==> config.mk <==
export PLATFORM = sky130hd
export DESIGN_NAME = cmp_sort_ctrl
export DESIGN_NICKNAME = d
export VERILOG_FILES = /design/src/rtl/cmp_sort_ctrl.sv
export SDC_FILE = /design/constraint.sdc
export NUM_CORES = 1
export LEC_CHECK = 0
export BUFFER_PORTS_ARGS = -buffer_cell sky130_fd_sc_hd__buf_2
export CAP_MARGIN = 20
export CORE_ASPECT_RATIO = 0.8
export CORE_MARGIN = 4
export CORE_UTILIZATION = 55
export DETAILED_ROUTE_END_ITERATION = 8
export PLACE_DENSITY = 0.82
export SLEW_MARGIN = 30
export SYNTH_ARGS = -nofsm -noshare
export SYNTH_HDL_FRONTEND = slang
export SYNTH_SLANG_ARGS = --single-unit
export TNS_END_PERCENT = 5
==> constraint.sdc <==
create_clock -name clk -period 4.55 [get_ports clk]
set_clock_uncertainty 0.2 [all_clocks]
set_input_delay 0.2275 -clock clk [delete_from_list [all_inputs] [get_ports clk]]
set_output_delay 0.2275 -clock clk [all_outputs]
set_load 0.03 [all_outputs]
==> src/rtl/cmp_sort_ctrl.sv <==
// Batch sorter: loads N signed words, bubble-sorts them in place with one
// sign-first compare/swap per cycle (early exit on a swap-free pass), then
// streams them out in ascending order. Valid/ready handshakes on both sides.
module cmp_sort_ctrl #(
   parameter int N = 4,
   parameter int W = 4
) (
   input  logic         clk,
   input  logic         rst_n,
   input  logic         clr,
   input  logic         in_valid,
   input  logic [W-1:0] in_data,
   output logic         in_ready,
   output logic         out_valid,
   output logic [W-1:0] out_data,
   input  logic         out_ready,
   output logic         busy,
   output logic         done,
   output logic [5:0]   swap_count
);

   localparam int IW = $clog2(N);
   localparam logic [IW-1:0] LAST      = IW'(N - 1);
   localparam logic [IW-1:0] LAST_PASS = IW'(N - 2);

   typedef enum logic [1:0] {
      S_LOAD,
      S_SORT,
      S_OUT
   } state_t;

   state_t        state, state_next;
   logic [W-1:0]  mem [N];
   logic [IW-1:0] load_idx, out_idx, pass, j, j1;
   logic          pass_swap;
   logic [W-1:0]  a, b;
   logic          gt, last_cmp, sort_end, load_acc, out_acc;

   // Sign-first greater-than: a non-negative word beats a negative one,
   // otherwise the raw bit patterns are compared unsigned.
   function automatic logic sgt(input logic [W-1:0] x, input logic [W-1:0] y);
      if (x[W-1] != y[W-1])
         return !x[W-1];
      else
         return x > y;
   endfunction

   // State register
   always_ff @(posedge clk or negedge rst_n) begin
      if (!rst_n)
         state <= S_LOAD;
      else
         state <= state_next;
   end

   // Next-state logic, compare slot and state-decoded outputs
   always_comb begin
      state_next = state;
      j1         = j + IW'(1);
      a          = mem[j];
      b          = mem[j1];
      gt         = sgt(a, b);
      load_acc   = in_valid && (state == S_LOAD);
      out_acc    = out_ready && (state == S_OUT);
      last_cmp   = (j == LAST_PASS - pass);
      sort_end   = last_cmp && (!(pass_swap || gt) || (pass == LAST_PASS));
      in_ready   = (state == S_LOAD);
      out_valid  = (state == S_OUT);
      busy       = (state == S_SORT);
      out_data   = mem[out_idx];
      case (state)
         S_LOAD: if (load_acc && (load_idx == LAST)) state_next = S_SORT;
         S_SORT: if (sort_end) state_next = S_OUT;
         S_OUT:  if (out_acc && (out_idx == LAST)) state_next = S_LOAD;
         default: state_next = S_LOAD;
      endcase
      if (clr)
         state_next = S_LOAD;
   end

   // Buffer, indices, pass bookkeeping, swap counter and done pulse
   always_ff @(posedge clk or negedge rst_n) begin
      if (!rst_n) begin
         for (int unsigned i = 0; i < N; i++)
            mem[i] <= '0;
         load_idx   <= '0;
         out_idx    <= '0;
         pass       <= '0;
         j          <= '0;
         pass_swap  <= 1'b0;
         swap_count <= '0;
         done       <= 1'b0;
      end else if (clr) begin
         load_idx   <= '0;
         out_idx    <= '0;
         pass       <= '0;
         j          <= '0;
         pass_swap  <= 1'b0;
         swap_count <= '0;
         done       <= 1'b0;
      end else begin
         done <= (state == S_SORT) && (state_next == S_OUT);
         case (state)
            S_LOAD: begin
               if (load_acc) begin
                  mem[load_idx] <= in_data;
                  load_idx      <= (load_idx == LAST) ? '0 : load_idx + IW'(1);
                  if (load_idx == '0)
                     swap_count <= '0;
               end
            end
            S_SORT: begin
               if (gt) begin
                  mem[j]     <= b;
                  mem[j1]    <= a;
                  swap_count <= swap_count + 6'd1;
               end
               if (sort_end) begin
                  j         <= '0;
                  pass      <= '0;
                  pass_swap <= 1'b0;
               end else if (last_cmp) begin
                  j         <= '0;
                  pass      <= pass + IW'(1);
                  pass_swap <= 1'b0;
               end else begin
                  j         <= j1;
                  pass_swap <= pass_swap | gt;
               end
            end
            S_OUT: begin
               if (out_acc)
                  out_idx <= (out_idx == LAST) ? '0 : out_idx + IW'(1);
            end
            default: ;
         endcase
      end
   end

endmodule

==> results of run 1 <==
==> metal layers <==
layer / global-route usage (%) / wire length [um] / vias up
li1: - / - / 969
met2: 36.9 / 2680 / 127
met3: 4.69 / 611 / 23
met5: 0 / 0 / -
met4: 13.1 / 237 / 0
met1: 31.5 / 2510 / 997
==> final cells by class <==
type	count	share of cell area, %
multi-input combinational	187	55.5
sequential	34	31.0
timing repair buffer	27	5.56
clock buffer	6	3.01
tap	57	2.60
inverter	14	1.91
clock inverter	2	0.455
==> registers in the layout, summed over array words and instances (netlist names) <==
name and count:
mem 16, pass 2, state 2, j 2, out_idx 2, done 1
pass_swap 1, swap_count 6, load_idx 2
==> metrics by stage <==
step	total power (W)	hold WS [ns]	cells	setup slack (ns)	area, um^2
2_1_floorplan	0.000638	-0.268	247	0.783	2480
6_report	0.000955	0.0731	327	0.745	2750
3_5_place_dp	0.000719	0.149	317	0.769	2630
3_3_place_gp	0.000707	0.141	317	0.844	2630
4_1_cts	0.000959	0.0677	327	0.744	2750
5_1_grt	0.00101	0.0926	327	0.509	2750
==> path summary, 6_finish.rpt <==
check,start,endpoint,cells after the start,slack (ns)
max,j[1]$_DFFE_PN0P_,mem[1]$_DFFE_PN0P_,10,0.75
min,in_valid,state[0]$_DFF_PN0_,3,0.07
max reg2reg,j[1]$_DFFE_PN0P_,mem[1]$_DFFE_PN0P_,10,0.75
max in group asynchronous,rst_n,mem[13]$_DFFE_PN0P_,2,3.33
min reg2reg,swap_count[0]$_DFFE_PN0P_,swap_count[0]$_DFFE_PN0P_,1,0.34
min in group asynchronous,rst_n,mem[14]$_DFFE_PN0P_,2,0.33
==> cells in the final DEF, fill, tap and decap left out, drive strengths merged, types with 2 or more instances in the layout <==
cell	n
o21ai	8
inv	14
and2	2
a21oi	10
ha	16
dlygate4sd3	2
nand2	29
buf	25
clkbuf	6
nor2b	2
nand2b	2
a211oi	4
nor3b	4
nor2	14
mux2	16
o31ai	2
nand3	22
nor3	3
a32oi	16
or3	5
mux4	12
dfrtp	34
xnor2	3
a31oi	2
a211o	2
==> cell families (layout without fill, tap and decap cells) <==
group,after synthesis,in the layout,synth area share [%]
buffers and inverters,26,49,4.38
AO/OA/AOI/OAI,51,51,16.5
multiplexers,29,29,18.5
adder cells (fa/ha/maj),16,16,8.06
flip-flops,34,34,34.2
XOR/XNOR,4,4,1.41
AND/OR/NAND/NOR,87,87,16.9
==> what timing repair did <==
action | in CTS | in global routing
endpoints found under the hold margin | 35 | 0
hold buffers | 2 | 0
setup buffers | 0 | 0
endpoints found under the setup margin | 0 | 0
==> power groups by stage <==
stage	registers, W	logic, W	clock network (W)
floorplan	0.000363	0.000275	0
global placement	0.000375	0.000332	0
detailed placement	0.000378	0.000341	0
CTS	0.000372	0.000345	0.000242
global route	0.000379	0.000378	0.000256
finish	0.000374	0.000345	0.000236
==> critical path, delay by kind of cell (launching register included) <==
kind / cells / cell delay (ns)
flip-flops: 1 / 0.59
AND/OR/NAND/NOR: 2 / 0.25
buffers and inverters: 2 / 0.31
multiplexers: 2 / 1.00
AO/OA/AOI/OAI: 2 / 0.64
adder cells (fa/ha/maj): 2 / 0.69
==> impl_metrics.toml, run 1 <==
[floorplan]
die_w_um = 83.2
core_area_mm2 = 0.00428
ios = 23
die_y_um = 68.1
fp-row-count = 21
start_util_pct = 58.0
die_area_mm2 = 0.00566

[clocking]
cts_max_level = 2
clockRootBuffer = "clkbuf_8"
cts_resized = 0
clockBufferDepth = 2
cts_tree = "done"
path_clk_slew_ns = 0.07
numCtsBuffers = 5
cts.sinks = 34
clkLatencyLatePin_ns = 0.30

[route]
drc = 0
antenna_left = 0
via_per_inst = 6.47
first_pass_iters = 5
wl_um = 6040
post_drt_wl_per_cell_um = 18.5
first_iter_violations = 283
routed-via-count = 2116

[timing]
rsz0062_at_grt = "false"
worstMarginPinSlew_ns = 0.756
setup-violations-final = 0
fin_crit_ns = 3.80
finalSetupTns_ns = 0
fmax_ghz = 0.263
slew_headroom_pct = 49.6
hold_viol_final = 0
period_share_pct = 83.6
maxSlewViolCount = 0

[worst_setup_path]
slowest_delay_ns = 0.62
critPathKind = "reg2reg"
critical_path.slowest_cell = "mux4_2"
crit_path_cell_trace = "inv_1, ha_1, mux4_2, ha_1, and3b_1, o211a_1, nor2_1, buf_4, a211oi_4, mux2_1"
worstPathRequired_ns = 4.52
setup.worst_path.end_class = "flip-flop"
crit_path_start_kind = "flip-flop"
crit_top_cell = "ha_1"
crit_fanout = 11
crit_arrival_ns = 3.78

[power]
clock_power_share_pct = 24.7
p_sw_share_pct = 37.5
leakagePower_nw = 1.22
intPower_w = 0.000597
ir_drop_mv = 0.202
p_seq_share_pct = 39.2
power_density_mw_per_mm2 = 348
p_comb_share_pct = 36.1
switchingPower_w = 0.000358

[global_routing]
overflow = 0
grt_pass1_vias = 2048
antenna_found_initial = 0
grt_max_degree = 35
grt_first_pass_wirelength_um = 10300
grt_use_total_pct = 23.6

[logic_synthesis]
synth_area_leaders = "dfrtp_1 34%, mux4_2 11%, ha_1 8.1%, a32oi_1 5.6%, mux2_1 5.4%"
post-synth-top-count-cell = "dfrtp_1"
yosysWarningCount = 0
synth_top_area_share_pct = 34.2
syn_inst = 247
synth_edf_count = 0
synth-main-ff-cell = "dfrtp_1"
ys_top_cells_by_count = "34 x dfrtp_1, 29 x nand2_1, 22 x nand3_1"
syn_avg_cell_area_um2 = 10.1
synthesis.nets = 272
syn_area_mm2 = 0.00248
ys_seq_elements = 34
seq_area_frac_synth_pct = 34.2
yosys.area.top_type = "dfrtp_1"
synth_cell_types = 42
async_flop_share_pct = 100

[place]
io_buffer_count = 22
place.detailed.hpwl_um = 4350
gp_congestion = 0.983

[cells_and_area]
fin_nets = 294
fillers = 343
syn_to_final_growth_pct = 10.6
n_antenna_cell = 0
fin_util_pct = 64.2
regArea_um2 = 851
drive_above_1_share_pct = 20.4
multi_input_area_mm2 = 0.00153

[hold_path]
hold_class = "in2reg"

[outcome]
outcome = "completed"

[run]
cap_viol_max_count = 0
Power figures use the tool's default switching activity.
==> run 2, diff against run 1 <==
- CORE_UTILIZATION: 55 -> 54
- PLACE_DENSITY: 0.82 -> 0.83
- clock period: 4.55 -> 3.3 ns (I/O delays scaled with it)
==> run 2 against run 1 <==
Via count rose by 5.9%. Power rose by 53%. Highest routed layer unchanged. Die area rose by 1.7%. Routed wire length rose by 12%. Clock power rose by 27%. Sequential share of layout area fell by 1.9 points. Worst hold slack got worse by 0.045 ns. Count of clock-buffer cells in the layout fell by 1.
==> impl_metrics.toml, run 2 (synthesized netlist as in run 1, its figures left out) <==
[clocking]
clkLatencyLatePin_ns = 0.29
clockBufferDepth = 2
cts.sinks = 34
cts_tree = "done"
clockRootBuffer = "clkbuf_8"
path_clk_slew_ns = 0.07
numCtsBuffers = 5
cts_max_level = 2

[worst_setup_path]
critical_path.slowest_cell = "mux4_2"
r2r-start = "j[1]$_DFFE_PN0P_"
ff2ff_setup_slack_ns = 0.08
crit_path_start_kind = "flip-flop"
r2r_end = "mem[0]$_DFFE_PN0P_"
crit_fanout = 4
crit_path_start = "j[1]$_DFFE_PN0P_"
rr_worst_depth = 12
crit_arrival_ns = 3.20
endpoint = "mem[0]$_DFFE_PN0P_"
slowest_delay_ns = 0.52
crit_path_cell_trace = "inv_1, ha_4, mux4_2, inv_2, ha_4, a211o_1, o211a_1, nor2_4, buf_12, a211oi_4, buf_4, mux2_4"
worstPathRequired_ns = 3.28
crit_top_cell = "ha_4"
critPathKind = "reg2reg"
setup.worst_path.end_class = "flip-flop"

[timing]
maxSlewViolCount = 0
worst_hold_slack_ns = 0.0283
worstMarginPinSlew_ns = 0.805
rsz0062_at_grt = "true"
fin_crit_ns = 3.22
period_share_pct = 97.6
hold_viol_final = 0
setup-violations-final = 0
fmax_ghz = 0.311
slew_headroom_pct = 46.2

[floorplan]
start_util_pct = 57.7
fp-row-count = 21
ios = 23
core_area_mm2 = 0.00431
die_area_mm2 = 0.00576
die_w_um = 83.8
die_y_um = 68.7

[route]
antenna_left = 0
via_per_inst = 6.55
first_pass_iters = 5
drc = 0
first_iter_violations = 244
routed-via-count = 2240
post_drt_wl_per_cell_um = 19.7
wl_um = 6740

[cells_and_area]
finalInstanceArea_mm2 = 0.00292
fin_nets = 310
largest_reg_flops = 16
regArea_um2 = 851
largest-register = "mem"
largestRegisters = "mem x16, swap_count x6"
layout_common_cells = "34 x dfrtp_1, 29 x nand2_1, 22 x nand3_1, 22 x buf_2, 17 x buf_4"
n_antenna_cell = 0
fillers = 341
syn_to_final_growth_pct = 17.6
drive_above_1_share_pct = 27.7
multi_input_area_mm2 = 0.00158
final_common_cell = "dfrtp_1"

[power]
power_density_mw_per_mm2 = 499
ir_drop_mv = 0.350
leakagePower_nw = 1.31

[run]
cap_viol_max_count = 0

[outcome]
outcome = "completed"

[global_routing]
grt_pass1_vias = 2112
grt_first_pass_wirelength_um = 10900
grt_max_degree = 35
overflow = 0
antenna_found_initial = 0
grt_use_total_pct = 24.7

[place]
place.detailed.hpwl_um = 4750
gp_congestion = 0.969
place_area_mm2 = 0.00279
io_buffer_count = 22

[hold_path]
worstHoldPathCells = 2
hold_class = "in2reg"
run 2: cell count changes in the layout (fill, tap and decap cells not counted), sizes merged:
cell      before  now
buf           25   41
clkbuf         6    5
clkinvlp       1    0
clkinv         1    2
run 2: layout make-up:
class	instances	area share (%)
Clock buffer	5	2.35
Clock inverter	2	0.342
Inverter	14	1.88
Multi-Input combinational cell	187	54.0
Sequential cell	34	29.1
Tap cell	57	2.44
Timing Repair Buffer	43	9.89
run 2: what timing repair did:
action | CTS | global route
resized for setup | 0 | 3
setup buffers | 0 | 4
endpoints found under the setup margin | 0 | 16
hold endpoints to repair | 35 | 0
hold buffers | 2 | 0
run 2: power by group:
part | switching (W) | internal [W]
Clock | 0.000158 | 0.000142
Sequential | 0.0000519 | 0.000464
Combinational | 0.000337 | 0.000304
run 2: routing by layer:
layer	GRT usage (%)	share of wire (%)	vias to the layer above
li1	-	-	1002
met4	11.0	2.7	0
met5	0	0	-
met1	32.4	42	1077
met2	38.5	45	140
met3	7.36	10	21
run 2: worst min-delay path by stage:
stage                     startpoint                     end  slack [ns]
after global placement         rst_n     mem[10]$_DFFE_PN0P_        0.09
after global routing        in_valid      state[0]$_DFF_PN0_        0.04
after CTS                        clr  out_idx[0]$_DFFE_PN0P_        0.03
final                            clr  out_idx[0]$_DFFE_PN0P_        0.03
after floorplan                rst_n          done$_DFF_PN0_       -0.33
after detailed placement       rst_n     mem[10]$_DFFE_PN0P_        0.09
run 2: worst max-delay path, delay by kind of cell (launching register included):
family,cells,cell delay [ns]
compound gates,3,0.56
fa+ha+maj,2,0.52
buf+inv,4,0.50
mux,2,0.83
flops,1,0.36
simple gates,1,0.13
run 2: metrics by stage:
step           util [%]  setup TNS (ns)  instances  power, W  setup WS, ns
2_1_floorplan         -          -0.386        247  0.000900       -0.0391
3_3_place_gp       64.7               0        330   0.00110        0.0930
3_5_place_dp       64.7               0        330   0.00112        0.0271
4_1_cts            67.0               0        339   0.00142        0.0249
5_1_grt            67.8         -0.0865        342   0.00154       -0.0242
6_report           67.8               0        342   0.00146        0.0798
==> run 3, diff against run 2 <==
- ABC_AREA: not set -> 1
==> run 3 against run 2 <==
Register-to-register slack improved by 0.17 ns. Largest power group is now sequential cells. Synthesized cell count increased by 62%. Critical path depth increased by 4. Die area increased by 8.4%.
==> impl_metrics.toml, run 3 <==
[route]
via_per_inst = 5.66
first_pass_iters = 6
wl_um = 7490
post_drt_wl_per_cell_um = 15.4
first_iter_violations = 402
drc = 0
antenna_left = 0
routed-via-count = 2743

[clocking]
clockRootBuffer = "clkbuf_8"
numCtsBuffers = 5
clockBufferDepth = 2
cts_tree = "done"
cts_resized = 0
clkLatencyLatePin_ns = 0.30
path_clk_slew_ns = 0.07
cts_max_level = 2
cts.sinks = 34

[power]
power_density_mw_per_mm2 = 501
leakagePower_nw = 1.45
ir_drop_mv = 0.412

[worst_setup_path]
crit_path_start_kind = "flip-flop"
crit_path_cell_trace = "inv_1, ha_1, inv_1, nand3_1, and2_1, inv_1, ha_1, nand3_1, nand2_1, inv_1, nand2_1, nand3_1, nand2_1, inv_1, nand2_1, nand2_1"
critPathKind = "reg2reg"
crit_fanout = 11
crit_arrival_ns = 3.04
slowest_delay_ns = 0.40
worstPathRequired_ns = 3.29
critical_path.slowest_cell = "ha_1"
setup.worst_path.end_class = "flip-flop"

[place]
place.detailed.hpwl_um = 5410
gp_congestion = 1.01
place_area_mm2 = 0.00284
dp_cells = 474
io_buffer_count = 22

[logic_synthesis]
async_flop_share_pct = 100
post-synth-top-count-cell = "nand2_1"
synth_cell_types = 35
syn_inst = 401
synthesis.nets = 426
yosys.area.top_type = "dfrtp_1"
synth_edf_count = 0
ys_top_cells_by_count = "142 x nand2_1, 40 x nor2_1, 34 x dfrtp_1"
synth-main-ff-cell = "dfrtp_1"
syn_avg_cell_area_um2 = 6.78
synth_top_area_share_pct = 31.3
yosysWarningCount = 0
ys_seq_elements = 34
syn_area_mm2 = 0.00272
synth_area_leaders = "dfrtp_1 31%, nand2_1 20%, ha_1 7.4%, nor2_1 5.5%, nand3_1 5.0%"
seq_area_frac_synth_pct = 31.3

[floorplan]
core_area_mm2 = 0.00473
ios = 23
start_util_pct = 57.4
die_w_um = 87.3
fp-row-count = 22
die_y_um = 71.5
die_area_mm2 = 0.00624

[timing]
hold_viol_final = 0
slew_headroom_pct = 48.1
period_share_pct = 92.3
fin_crit_ns = 3.05
maxSlewViolCount = 0
setup-violations-final = 0
fmax_ghz = 0.328
finalSetupTns_ns = 0
rsz0062_at_grt = "false"
worstMarginPinSlew_ns = 0.779

[global_routing]
grt_pass1_vias = 2426
grt_use_total_pct = 25.1
overflow = 0
grt_first_pass_wirelength_um = 12200
grt_max_degree = 35
antenna_found_initial = 0

[hold_path]
hold_class = "in2reg"

[outcome]
outcome = "completed"

[cells_and_area]
largestRegisters = "mem x16, swap_count x6"
fin_nets = 449
drive_above_1_share_pct = 14.6
finalInstanceArea_mm2 = 0.00301
largest-register = "mem"
layout_common_cells = "142 x nand2_1, 40 x nor2_1, 34 x dfrtp_1"
syn_to_final_growth_pct = 10.7
n_antenna_cell = 0
final_common_cell = "nand2_1"
largest_reg_flops = 16
finalNonFillerCells = 485

[run]
cap_viol_max_count = 0
==> run 3: cell types whose count changed in the layout (fill, tap and decap cells not counted), sizes merged, moves of 12 or more <==
cell / before / now
nand2: 29 / 146
o21ai: 8 / 45
nor2: 14 / 42
inv: 14 / 35
buf: 41 / 25
mux2: 16 / 0
a32oi: 16 / 1
nand3: 22 / 35
mux4: 12 / 0
==> run 3: final timing paths <==
| path | startpoint | end | slack (ns) | cells past startpoint |
|---|---|---|---|---|
| max reg2reg | j[1]$_DFFE_PN0P_ | swap_count[0]$_DFFE_PN0P_ | 0.25 | 16 |
| min reg2reg | pass[1]$_DFFE_PN0P_ | pass[1]$_DFFE_PN0P_ | 0.31 | 2 |
| min | in_valid | state[0]$_DFF_PN0_ | 0.02 | 5 |
| max | j[1]$_DFFE_PN0P_ | swap_count[0]$_DFFE_PN0P_ | 0.25 | 16 |
| max in group asynchronous | rst_n | swap_count[1]$_DFFE_PN0P_ | 2.13 | 2 |
| min in group asynchronous | rst_n | mem[3]$_DFFE_PN0P_ | 0.28 | 2 |
==> run 3: cells by family (layout without fill, tap and decap cells) <==
group	Yosys count	after routing	synth area share [%]
fa+ha+maj	16	16	7.36
buf+inv	48	72	8.05
flops	34	34	31.3
compound gates	66	66	14.7
simple gates	235	235	37.9
xor+xnor	2	2	0.644
==> run 3: worst max-delay path, delay by kind of cell (launching register included) <==
kind | cells | cell delay (ns)
adder cells (fa/ha/maj) | 2 | 0.69
buffers and inverters | 5 | 0.46
AND/OR/NAND/NOR | 9 | 1.23
flip-flops | 1 | 0.35
==> run 3: report_power, final <==
part           leakage, nW  internal [W]  total [W]  switching (W)
combinational        0.914      0.000167   0.000507       0.000340
clock               0.0683      0.000303   0.000473       0.000170
sequential           0.465      0.000462   0.000528      0.0000658
total                 1.45      0.000932    0.00151       0.000576
==> run 3: repair_timing <==
action                                 4_1_cts  5_1_grt
hold buffers                                 3        0
buffers inserted                             0        0
endpoints found under the hold margin       37        0
==> run 3: area by class of cell <==
class | instances | area, um^2
Clock inverter | 3 | 68.8
Tap cell | 60 | 75.1
Inverter | 36 | 135
Fill cell | 412 | 1720
Timing Repair Buffer | 28 | 163
Sequential cell | 34 | 851
Multi-Input combinational cell | 319 | 1650
Clock buffer | 5 | 68.8
==> run 3: layer usage <==
| metal | GRT usage [%] | up-vias | routed length [um] |
|---|---|---|---|
| li1 | - | 1338 | - |
| met1 | 38.1 | 1213 | 3360 |
| met2 | 35.2 | 166 | 3140 |
| met3 | 5.86 | 26 | 818 |
| met4 | 7.50 | 0 | 158 |
| met5 | 0 | - | 0 |
==> run 3: per-stage QoR <==
step / worst slack, ns / hold slack [ns] / total power [W] / utilization [%]
finish: 0.254 / 0.0230 / 0.00151 / 63.6
floorplan: 0.590 / -0.331 / 0.000884 / -
CTS: 0.310 / 0.0173 / 0.00150 / 63.6
global placement: 0.514 / 0.0879 / 0.00100 / 60.0
detailed placement: 0.359 / 0.0864 / 0.00102 / 60.0
global route: 0.00538 / 0.0462 / 0.00160 / 63.6
